--- src/rtl/mod_pow2_scaler_pkg.sv ---
// Shared FSM state encodings and step-select constants for the power-of-two
// modular scaler.
package mod_pow2_scaler_pkg;

  typedef enum logic [1:0] {
    ST_IDLE = 2'd0,
    ST_RUN  = 2'd1,
    ST_DONE = 2'd2
  } state_e;

  // Which step result is written back to the accumulator in RUN.
  typedef enum logic {
    STEP_QUAD = 1'b0,
    STEP_DBL  = 1'b1
  } step_sel_e;

  localparam int unsigned DEFAULT_BITWIDTH = 32;
  localparam int unsigned DEFAULT_SHIFTW   = 6;

endpackage : mod_pow2_scaler_pkg

--- src/rtl/mod_pow2_scaler_step.sv ---
// Modular step datapaths: mod_doubler computes 2x mod m, and mod_quadrupler
// chains two doublers to get 4x mod m in one cycle. Both require x < m.
module mod_doubler #(
  parameter int unsigned BITWIDTH = 32
) (
  input  logic [BITWIDTH-1:0] x_i,
  input  logic [BITWIDTH-1:0] m_i,
  output logic [BITWIDTH-1:0] y_o
);

  logic [BITWIDTH:0] twice;
  logic              ge_mod;

  // The extra top bit keeps 2x exact even when m is close to 2^BITWIDTH.
  assign twice  = {x_i, 1'b0};
  assign ge_mod = (twice >= {1'b0, m_i});
  assign y_o    = twice[BITWIDTH-1:0] - (ge_mod ? m_i : '0);

endmodule : mod_doubler

module mod_quadrupler #(
  parameter int unsigned BITWIDTH = 32
) (
  input  logic [BITWIDTH-1:0] x_i,
  input  logic [BITWIDTH-1:0] m_i,
  output logic [BITWIDTH-1:0] y_o
);

  logic [BITWIDTH-1:0] mid;

  mod_doubler #(.BITWIDTH(BITWIDTH)) u_dbl_first (
    .x_i (x_i),
    .m_i (m_i),
    .y_o (mid)
  );

  mod_doubler #(.BITWIDTH(BITWIDTH)) u_dbl_second (
    .x_i (mid),
    .m_i (m_i),
    .y_o (y_o)
  );

endmodule : mod_quadrupler

--- src/rtl/mod_pow2_scaler.sv ---
// Iterative (iData * 2^iShift) mod iMod: consumes the shift two bits per cycle
// with the quadrupler and finishes an odd remainder with a single doubling.
module mod_pow2_scaler
  import mod_pow2_scaler_pkg::*;
#(
  parameter int unsigned BITWIDTH = DEFAULT_BITWIDTH,
  parameter int unsigned SHIFTW   = DEFAULT_SHIFTW
) (
  input  logic                iClk,
  input  logic                iRst,
  input  logic                iValid,
  output logic                oReady,
  input  logic [BITWIDTH-1:0] iData,
  input  logic [BITWIDTH-1:0] iMod,
  input  logic [SHIFTW-1:0]   iShift,
  output logic                oValid,
  input  logic                iReady,
  output logic [BITWIDTH-1:0] oData,
  output logic                oErr
);

  state_e              state_q, state_d;
  logic [BITWIDTH-1:0] acc_q, acc_d;
  logic [BITWIDTH-1:0] mod_q, mod_d;
  logic [SHIFTW-1:0]   cnt_q, cnt_d;
  logic                err_q, err_d;

  logic [BITWIDTH-1:0] dbl_y;
  logic [BITWIDTH-1:0] quad_y;
  step_sel_e           step_sel;
  logic                bad_operands;

  mod_doubler #(.BITWIDTH(BITWIDTH)) u_doubler (
    .x_i (acc_q),
    .m_i (mod_q),
    .y_o (dbl_y)
  );

  mod_quadrupler #(.BITWIDTH(BITWIDTH)) u_quadrupler (
    .x_i (acc_q),
    .m_i (mod_q),
    .y_o (quad_y)
  );

  assign step_sel     = (cnt_q == SHIFTW'(1)) ? STEP_DBL : STEP_QUAD;
  assign bad_operands = (iMod == '0) || (iData >= iMod);

  always_comb begin
    state_d = state_q;
    acc_d   = acc_q;
    mod_d   = mod_q;
    cnt_d   = cnt_q;
    err_d   = err_q;
    unique case (state_q)
      ST_IDLE: begin
        if (iValid) begin
          mod_d = iMod;
          acc_d = iData;
          cnt_d = iShift;
          if (bad_operands) begin
            acc_d   = '0;
            err_d   = 1'b1;
            state_d = ST_DONE;
          end else if (iShift == '0) begin
            err_d   = 1'b0;
            state_d = ST_DONE;
          end else begin
            err_d   = 1'b0;
            state_d = ST_RUN;
          end
        end
      end
      ST_RUN: begin
        acc_d = (step_sel == STEP_DBL) ? dbl_y : quad_y;
        cnt_d = (cnt_q >= SHIFTW'(2)) ? (cnt_q - SHIFTW'(2)) : '0;
        if (cnt_q <= SHIFTW'(2)) begin
          state_d = ST_DONE;
        end
      end
      ST_DONE: begin
        if (iReady) begin
          state_d = ST_IDLE;
        end
      end
      default: begin
        state_d = ST_IDLE;
      end
    endcase
  end

  always_ff @(posedge iClk) begin
    if (iRst) begin
      state_q <= ST_IDLE;
      acc_q   <= '0;
      mod_q   <= '0;
      cnt_q   <= '0;
      err_q   <= 1'b0;
    end else begin
      state_q <= state_d;
      acc_q   <= acc_d;
      mod_q   <= mod_d;
      cnt_q   <= cnt_d;
      err_q   <= err_d;
    end
  end

  // Outputs come straight from registers; acc is untouched in DONE, so the
  // result stays stable under backpressure.
  assign oReady = (state_q == ST_IDLE);
  assign oValid = (state_q == ST_DONE);
  assign oData  = acc_q;
  assign oErr   = err_q;

endmodule : mod_pow2_scaler
--- config.mk ---
export PLATFORM = sky130hd
export DESIGN_NAME = mod_pow2_scaler
export DESIGN_NICKNAME = d
export VERILOG_FILES = /design/src/rtl/mod_pow2_scaler_pkg.sv /design/src/rtl/mod_pow2_scaler_step.sv /design/src/rtl/mod_pow2_scaler.sv
export SDC_FILE = /design/constraint.sdc
export NUM_CORES = 1
export LEC_CHECK = 0
export CELL_PAD_IN_SITES_DETAIL_PLACEMENT = 0
export CELL_PAD_IN_SITES_GLOBAL_PLACEMENT = 1
export CORE_ASPECT_RATIO = 1.2
export CORE_MARGIN = 5
export CORE_UTILIZATION = 42
export DETAILED_ROUTE_END_ITERATION = 10
export PLACE_DENSITY_LB_ADDON = 0.1
export SETUP_SLACK_MARGIN = 0.05
export SLEW_MARGIN = 20
export SYNTH_ARGS = -nofsm -noshare
export SYNTH_HDL_FRONTEND = slang
export SYNTH_SLANG_ARGS = --single-unit
--- constraint.sdc ---
create_clock -name iClk -period 10.9 [get_ports iClk]
set_input_delay 1.09 -clock iClk [delete_from_list [all_inputs] [get_ports iClk]]
set_output_delay 1.09 -clock iClk [all_outputs]
set_load 0.005 [all_outputs]
==> results of run 1 <==
==> cell families (layout without fill, tap and decap cells) <==
logic type / Yosys count / in the layout
muxes: 6 / 6
DFF: 73 / 73
buffers and inverters: 133 / 225
xor gates and xnor gates: 53 / 53
AOI/OAI and AO/OA: 390 / 390
and+or+nand+nor: 432 / 432
adders and majority gates: 157 / 157
==> area by class of cell <==
| class | count | area [µm²] |
|---|---|---|
| Clock buffer | 10 | 229.0 |
| Clock inverter | 6 | 45.04 |
| Fill cell | 2125 | 10380 |
| Inverter | 84 | 315.3 |
| Multi-Input combinational cell | 1038 | 7071 |
| Sequential cell | 73 | 1461 |
| Tap cell | 270 | 337.8 |
| Timing Repair Buffer | 125 | 1204 |
==> synthesized netlist by cell type, types with 15 or more instances <==
master | n | area [µm²]
nand2_1 | 191 | 716.9
ha_1 | 155 | 1939
a21oi_1 | 147 | 735.7
inv_1 | 83 | 311.6
nor2_1 | 79 | 296.5
dfxtp_1 | 73 | 1461
a21o_1 | 51 | 382.9
o21ai_0 | 51 | 255.2
clkbuf_1 | 41 | 153.9
xnor2_1 | 37 | 324.1
nand3_1 | 28 | 140.1
nor3_1 | 23 | 115.1
a211oi_1 | 22 | 165.2
nand4_1 | 22 | 137.6
xor2_1 | 16 | 140.1
nor2b_1 | 15 | 93.84
==> repair_timing <==
action                                  CTS  global route
gates resized for setup                   0             1
setup buffers                             0             1
endpoints found under the setup margin    0             2
hold buffers                              0             0
==> sequential cells by signal, summed over array words and instances, names as in the netlist <==
name and count:
cnt_q 6, oErr 1, mod_q 32, state_q 2, oData 32
==> worst min-delay path: cells and delay by family, from the launching register on <==
family	cells	cell delay, ns
AO/OA/AOI/OAI	1	0.05
flip-flops	1	0.34
AND/OR/NAND/NOR	1	0.06
==> layer usage <==
metal  wire, µm  vias to the layer above  GRT usage [%]
met1      14210                     4487          34.06
met4       1281                        0          10.44
li1           -                     4714              -
met2      16330                      299          47.79
met5          0                        -              0
met3       1747                       63          3.467
==> stage by stage <==
stage / hold WS (ns) / setup WS (ns) / instance area, µm² / std cells
6_report: 0.4946 / 0.8465 / 10660 / 1606
5_1_grt: 0.5087 / 0.1324 / 10660 / 1606
4_1_cts: 0.4977 / 0.6546 / 10650 / 1605
3_5_place_dp: 0.4883 / 0.7312 / 10370 / 1589
3_3_place_gp: 0.4793 / 0.8698 / 10370 / 1589
2_1_floorplan: 0.4628 / 1.707 / 9016 / 1244
==> how the worst max path moves through the flow <==
stage	start	to
3_5_place_dp	mod_q[14]	oData[30]
4_1_cts	mod_q[16]	oData[30]
3_3_place_gp	mod_q[14]	oData[30]
2_1_floorplan	mod_q[31]	oData[30]
6_report	mod_q[14]	oData[30]
5_1_grt	mod_q[16]	oData[30]
==> impl_results.md, run 1 <==
* Outcome: finished, final reports clean
* Tmin final at 10.05 ns
* P&R area growth vs syn at 18.26%
* Post-layout nets at 1562
* Routability cong. at 0.9517
* Worst-Margin Slew at 0.9939 ns
* Final hold vios at 0
* Main synth FF type: dfxtp_1
* Vias at 9563
* Total CTS buffers at 9
* Hold EP: mod_q[31]
* Synth Area in Compound Gates at 28.21%
* Netlist cell types at 72
* FF-to-FF End: oData[30]
* Max stage delay on crit path at 0.46 ns
* Setup Viol. Count Final at 0
* Slowest CP cell: fa_1
* Final Cycle Share at 92.23%
* Crit path DAT at 10.30 ns
* Post-synthesis sequential element count at 73
* FFs w/ async S/R, synth at 0%
* Clk sinks at 73
* Iteration-0 DRC Markers at 685
* Post-synthesis mux area share at 0.6939%
* Setup_tns at 0 ns
* CTS tree: done
* Worst Hold Class: reg -> reg
* Most common cell after layout, fill and taps aside: nand2_1
* Initial Util at 42.84%
* Core area at 21050 µm²
* Sequential-to-total area share from yosys stat at 16.21%
* Die Wd at 143.8 µm
* Clk root buf: clkbuf_16
* Initial antenna violation count at 1
* Final Max Slew Viols at 0
* Worst clock skew at 0.01075 ns
* WP data required at 11.15 ns
* Drt drc at 0
* Total grt overflow at 0
* Initial DRT Pass Iterations at 5
* Simple-Gate Fraction of Synth Area at 22.22%
* Worst Reg2Reg Path Length in Cells at 43
* Levels on crit path at 43
* Critical path launch point type: register
* Worst reg2reg path startpoint: mod_q[14]
* Row cnt at 58
* Yosys warnings at 0
* Achievable clock frequency at 99.47 MHz
* Total global-route track usage at 27.32%
* Die ar. at 24510 µm²
* Clk buf depth at 2
* R2r setup slk at 0.85 ns
* Hold depth at 2
* Worst skew pair latency at 0.36 ns
* HP Start: mod_q[31]
* CP most frequent cell: a21oi_1
* Crit path max fanout at 19
* Die Y at 170.5 µm
* Cells after Synth at 1244
* Routed wire length at 33560 µm
* Mapped cell area at 9016 µm²
* Worst-path clk slew at 0.07 ns
* N_diodes at 0
* Unrepaired setup endpoints after global routing: false
* Antenna viol nets, final at 0
* Port Buffers at 108
* Most frequent cells in the layout: nand2_1 (191), ha_1 (155), a21oi_1 (147), clkdlybuf4s50_1 (107), inv_1 (83)
* Core Util, Final at 50.67%
* Number of flops mapped to enable cells by yosys at 0
* Slew HR at 33.67%
* Worst path buffer plus inverter count at 5
* Top-Level Pins at 109
* Combinational family with the most area after synthesis: compound AO/OA/AOI/OAI gates
* Syn Area/Cell at 7.248 µm²
* H-tree level count at 3
* Global-route wire length before repair at 51950 µm
* Family with the most delay on the worst path: compound AO/OA/AOI/OAI gates
* Mapped Nets at 1475
* Vias per cell at 5.955
* Wirelength per Cell at 20.90 µm
* Share of cells above drive strength 1 at 4.117%
* Largest net degree at the start of global routing at 79
* CP Capture Type: register
* Vias in the first global route at 9248
* Adder-Cell Fraction of Synth Area at 21.95%
* Critical path type: reg -> reg
* XOR/XNOR Fraction of Synth Area at 5.148%
* Max-cap violations at 0
* Hpwl dp at 26350 µm
Power of run 1 is not shown: default switching activity piles up to over one toggle a cycle in this logic, so the estimate is an artifact.
==> run 2: changes to the inputs <==
- CORE_MARGIN: 5 -> not set
- CORE_UTILIZATION: 42 -> 44
- DONT_BUFFER_PORTS: not set -> 1
- clock period: 10.9 -> 9.15 ns (I/O delays scaled with it)
==> run 2 against run 1 <==
  * Cell count is 0.44% lower
  * Setup slack worse by 0.45 ns
  * Die area is 14% lower
  * Global-route usage is 5.3 points higher
  * Critical endpoint is now oData[11]
  * Clock-buffer cell count is 1 lower
  * Register-to-register slack worse by 0.45 ns
  * Worst hold slack worse by 0.0081 ns
==> impl_results.md, run 2 (same netlist as run 1, synthesis figures left out) <==
* Met1 Resource Use GR at 38.12%
* Achievable clock frequency at 114.3 MHz
* Antenna viol nets, final at 0
* Hpwl dp at 26860 µm
* Final WS setup at 0.3992 ns
* Core area at 20180 µm²
* Initial DRT Pass Iterations at 5
* Critical path launch point type: register
* Slowest CP cell: dfxtp_1
* P&R area growth vs syn at 18.33%
* Outcome: finished, final reports clean
* Post-layout nets at 1561
* Largest net degree at the start of global routing at 79
* Worst Hold Class: reg -> reg
* Max stage delay on crit path at 0.33 ns
* Wirelength per Cell at 21.23 µm
* Design area at 10670 µm²
* Final hold vios at 0
* Unrepaired setup endpoints after global routing: false
* Vias per cell at 6.006
* Worst skew pair latency at 0.35 ns
* Family with the most delay on the worst path: compound AO/OA/AOI/OAI gates
* Worst path buffer plus inverter count at 5
* WP data required at 9.38 ns
* Vias at 9604
* Most common cell after layout, fill and taps aside: nand2_1
* Busiest grt layer: met2
* Fin Hold WS at 0.4864 ns
* Critical path type: reg -> reg
* CTS tree: done
* Crit path DAT at 8.98 ns
* Placed Area at 10100 µm²
* Tmin final at 8.751 ns
* Most frequent cells in the layout: nand2_1 (190), ha_1 (155), a21oi_1 (139), buf_4 (123), inv_1 (83)
* Die ar. at 21070 µm²
* Die Wd at 132.7 µm
* Slew HR at 33.04%
* Fill count at 2063
* Global-route wire length before repair at 53410 µm
* Iteration-0 DRC Markers at 687
* Final Cycle Share at 95.64%
* Reg area at 1465 µm²
* Die Y at 158.8 µm
* Worst-Margin Slew at 0.9952 ns
* Vias in the first global route at 9726
* Top-Level Pins at 109
* CP most frequent cell: a21o_1
* Max-cap violations at 0
* Initial antenna violation count at 1
* Clk sinks at 73
* Hold-fix buffers at CTS at 0
* Pre-CTS setup slack at -0.1336 ns
* Grt met3 use at 4.566%
* Initial Util at 44.67%
* Clk buf depth at 2
* H-tree level count at 3
* Clk root buf: clkbuf_16
* Total global-route track usage at 32.65%
* Row cnt at 57
* Routed wire length at 33950 µm
* M2 GR Usage at 59.21%
* Worst-path clk slew at 0.06 ns
* CP Capture Type: register
* Setup Viol. Count Final at 0
* Total CTS buffers at 9
* Routability cong. at 0.9490
* Total grt overflow at 0
* Multi-input gate area at 7279 µm²
* Final Max Slew Viols at 0
* Port Buffers at 0
* Worst clock skew at 0.007624 ns
* Drt drc at 0
* Crit path max fanout at 13
* Core Util, Final at 52.86%
* Share of cells above drive strength 1 at 14.93%
## run 2: cell types whose count changed in the layout (fill, tap and decap cells not counted), sizes merged
cell           change
clkdlybuf4s50    -107
buf              +106
bufinv             +3
clkinv             -2
clkinvlp           -2
clkbuf             -1
diode              +1
## run 2: layout make-up
cell class,instances,area share (%)
antenna,1,0.02345
clock buffer,9,2.111
tap,265,3.108
inverter,84,2.955
clock inverter,5,0.9968
sequential,73,13.73
timing repair buffer,124,8.842
multi-input combinational,1038,68.23
## run 2: timing repair
action / CTS / global route
pin swaps: 2 / 10
buffers inserted: 1 / 1
endpoints found under the setup margin: 15 / 20
resized for setup: 9 / 40
hold endpoints to repair: 0 / 0
## run 2: through the flow
step,std cells,setup TNS [ns]
2_1_floorplan,1244,0
3_3_place_gp,1582,-0.3978
3_5_place_dp,1582,-0.5528
4_1_cts,1597,0
5_1_grt,1598,0
6_report,1599,0
## run 2: tightest hold or removal path: stages, from the launching register on
cell	delay (ns)
dfxtp_2	0.35
nand2_1	0.06
a21oi_1	0.05
## run 2: final timing paths
check | from | end | slack (ns) | depth (start not counted)
setup / recovery | mod_q[18] | oData[11] | 0.40 | 44
hold / removal | mod_q[21] | mod_q[21] | 0.49 | 2
setup reg to reg | mod_q[18] | oData[11] | 0.40 | 44
hold reg to reg | mod_q[21] | mod_q[21] | 0.49 | 2
## run 2: routing by layer
layer | share of wire [%] | vias up | wire [µm]
met4 | 3.6 | 0 | 1238
met3 | 5.3 | 53 | 1789
met1 | 41 | 4562 | 13960
met5 | 0 | - | 0
met2 | 50 | 275 | 16960
li1 | - | 4714 | -
Power of run 2 is left out for the same reason.
==> run 3: changes to the inputs <==
- CORE_ASPECT_RATIO: 1.2 -> 0.75
==> run 3 against run 2 <==
  * Clock-buffer cell count rose by 3
  * Via count rose by 2.0%
  * Flip-flop and latch count did not move
  * Die area barely moved
  * Sequential share of layout area fell by 0.15 points
  * Final area rose by 1.3%
  * Global-route usage rose by 0.66 points
  * First-iteration DRC count rose by 46%
  * Utilization rose by 2.0 points
  * Register-to-register slack improved by 0.03 ns
  * Critical path type unchanged
==> impl_results.md, run 3 (same netlist as run 1, synthesis figures left out) <==
* FF-to-FF End: oData[28]
* Total CTS buffers at 9
* Setup Viol. Count Final at 0
* Routed wire length at 34910 µm
* Critical path launch point type: register
* Worst-Margin Slew at 1.239 ns
* Outcome: finished, final reports clean
* CP most frequent cell: buf_4
* Share of cells above drive strength 1 at 16.49%
* HP Start: mod_q[22]
* N_diodes at 0
* Final Cycle Share at 95.31%
* Total global-route track usage at 33.31%
* Met3 wire len at 2880 µm
* CP Capture Type: register
* Final WS setup at 0.4294 ns
* R2r setup slk at 0.43 ns
* Global-route wire length before repair at 53820 µm
* Unrepaired setup endpoints after global routing: true
* Total grt overflow at 0
* Most common cell after layout, fill and taps aside: nand2_1
* Antenna viol nets, final at 0
* Vias at 9796
* Hold depth at 2
* Clk buf depth at 2
* Clk root buf: clkbuf_16
* Vias per cell at 6.081
* Iteration-0 DRC Markers at 1003
* Die ar. at 21070 µm²
* Worst reg2reg path startpoint: mod_q[10]
* Initial DRT Pass Iterations at 5
* Vias in the first global route at 9293
* Hold EP: mod_q[22]
* Post-Route M1 WL at 17910 µm
* WP data required at 9.40 ns
* Die Wd at 167.3 µm
* Achievable clock frequency at 114.7 MHz
* H-tree level count at 3
* Worst-path clk slew at 0.07 ns
* Worst skew pair latency at 0.36 ns
* Max-cap violations at 0
* Final hold vios at 0
* Row cnt at 44
* Slew HR at 16.65%
* Tmin final at 8.721 ns
* Worst clock skew at 0.01582 ns
* Routability cong. at 0.9184
* Core area at 19710 µm²
* Pre-CTS setup slack at -0.4074 ns
* Crit path max fanout at 12
* Post-layout nets at 1585
* Worst Hold Class: reg -> reg
* Clk sinks at 73
* Most frequent cells in the layout: nand2_1 (190), ha_1 (155), buf_4 (146), a21oi_1 (138), inv_1 (83)
* Top-Level Pins at 109
* Wirelength per Cell at 21.67 µm
* Largest net degree at the start of global routing at 79
* Top Layer Used: met4
* Die Y at 126.0 µm
* Initial antenna violation count at 0
* P&R area growth vs syn at 19.86%
* Final Max Slew Viols at 0
* Fin Hold WS at 0.4728 ns
* Critical path type: reg -> reg
* CTS tree: done
* Hold-fix buffers at CTS at 0
* Slowest CP cell: o311a_1
* Worst Reg2Reg Path Length in Cells at 46
* Drt drc at 0
* Initial Util at 45.75%
* Hpwl dp at 27690 µm
* Crit path DAT at 8.97 ns
* Met2 wire len at 13620 µm
* Port Buffers at 0
* Max stage delay on crit path at 0.40 ns
==> run 3: cell count changes in the layout (fill, tap and decap cells not counted), moves of 2 or more <==
| cell | delta |
|---|---|
| clkbuf_1 | +2 |
| a2111oi_2 | +2 |
| nor4b_2 | +2 |
| nand3_2 | -3 |
| dfxtp_1 | -2 |
| nand3_1 | +3 |
| o21ai_2 | -2 |
| dfxtp_2 | +2 |
| buf_4 | +23 |
==> run 3: per-layer routing <==
metal	up-vias	GRT usage [%]
met5	-	0
met4	0	6.692
met3	29	6.348
met2	378	46.94
met1	4621	51.40
li1	4768	-
==> run 3: metrics by stage <==
| step | instance area (µm²) | util [%] | setup TNS, ns | cells |
|---|---|---|---|---|
| finish | 10810 | 54.83 | 0 | 1611 |
| global route | 10810 | 54.83 | -0.07452 | 1611 |
| CTS | 10580 | 53.68 | 0 | 1606 |
| detailed placement | 10220 | 51.87 | -1.055 | 1590 |
| global placement | 10220 | 51.87 | -0.9048 | 1590 |
| floorplan | 9016 | - | 0 | 1244 |
==> run 3: how the worst max path moves through the flow <==
stage / startpoint / endpoint / slack [ns] / cells after the start
2_1_floorplan: mod_q[31] / oData[30] / 0.13 / 41
3_3_place_gp: mod_q[10] / oData[28] / -0.27 / 42
3_5_place_dp: mod_q[31] / oData[30] / -0.41 / 40
4_1_cts: mod_q[18] / oData[30] / 0.05 / 42
5_1_grt: mod_q[31] / oData[28] / -0.04 / 42
6_report: mod_q[10] / oData[28] / 0.43 / 46
==> run 3: repair_timing <==
item                                    4_1_cts  5_1_grt
setup buffers                                 1        5
endpoints found under the setup margin       11       20
pin swaps                                     2       16
gates resized for setup                       7       45
==> run 3: critical path: cells and delay by family (launching register included) <==
kind,cells,cell delay [ns]
adder cells (fa/ha/maj),4,1.06
AO/OA/AOI/OAI,22,4.08
AND/OR/NAND/NOR,9,1.39
buffers and inverters,9,1.43
flip-flops,1,0.34
XOR/XNOR,2,0.33
==> run 3: cell type report <==
type	instances	area (µm²)
repair buffers	148	1122
clock inverters	3	65.06
multi-input cells	1038	7273
fillers	1998	8902
clock buffers	12	246.5
well taps	253	316.6
flip-flops and latches	73	1468
inverters	84	315.3
Power of run 3 is left out for the same reason.
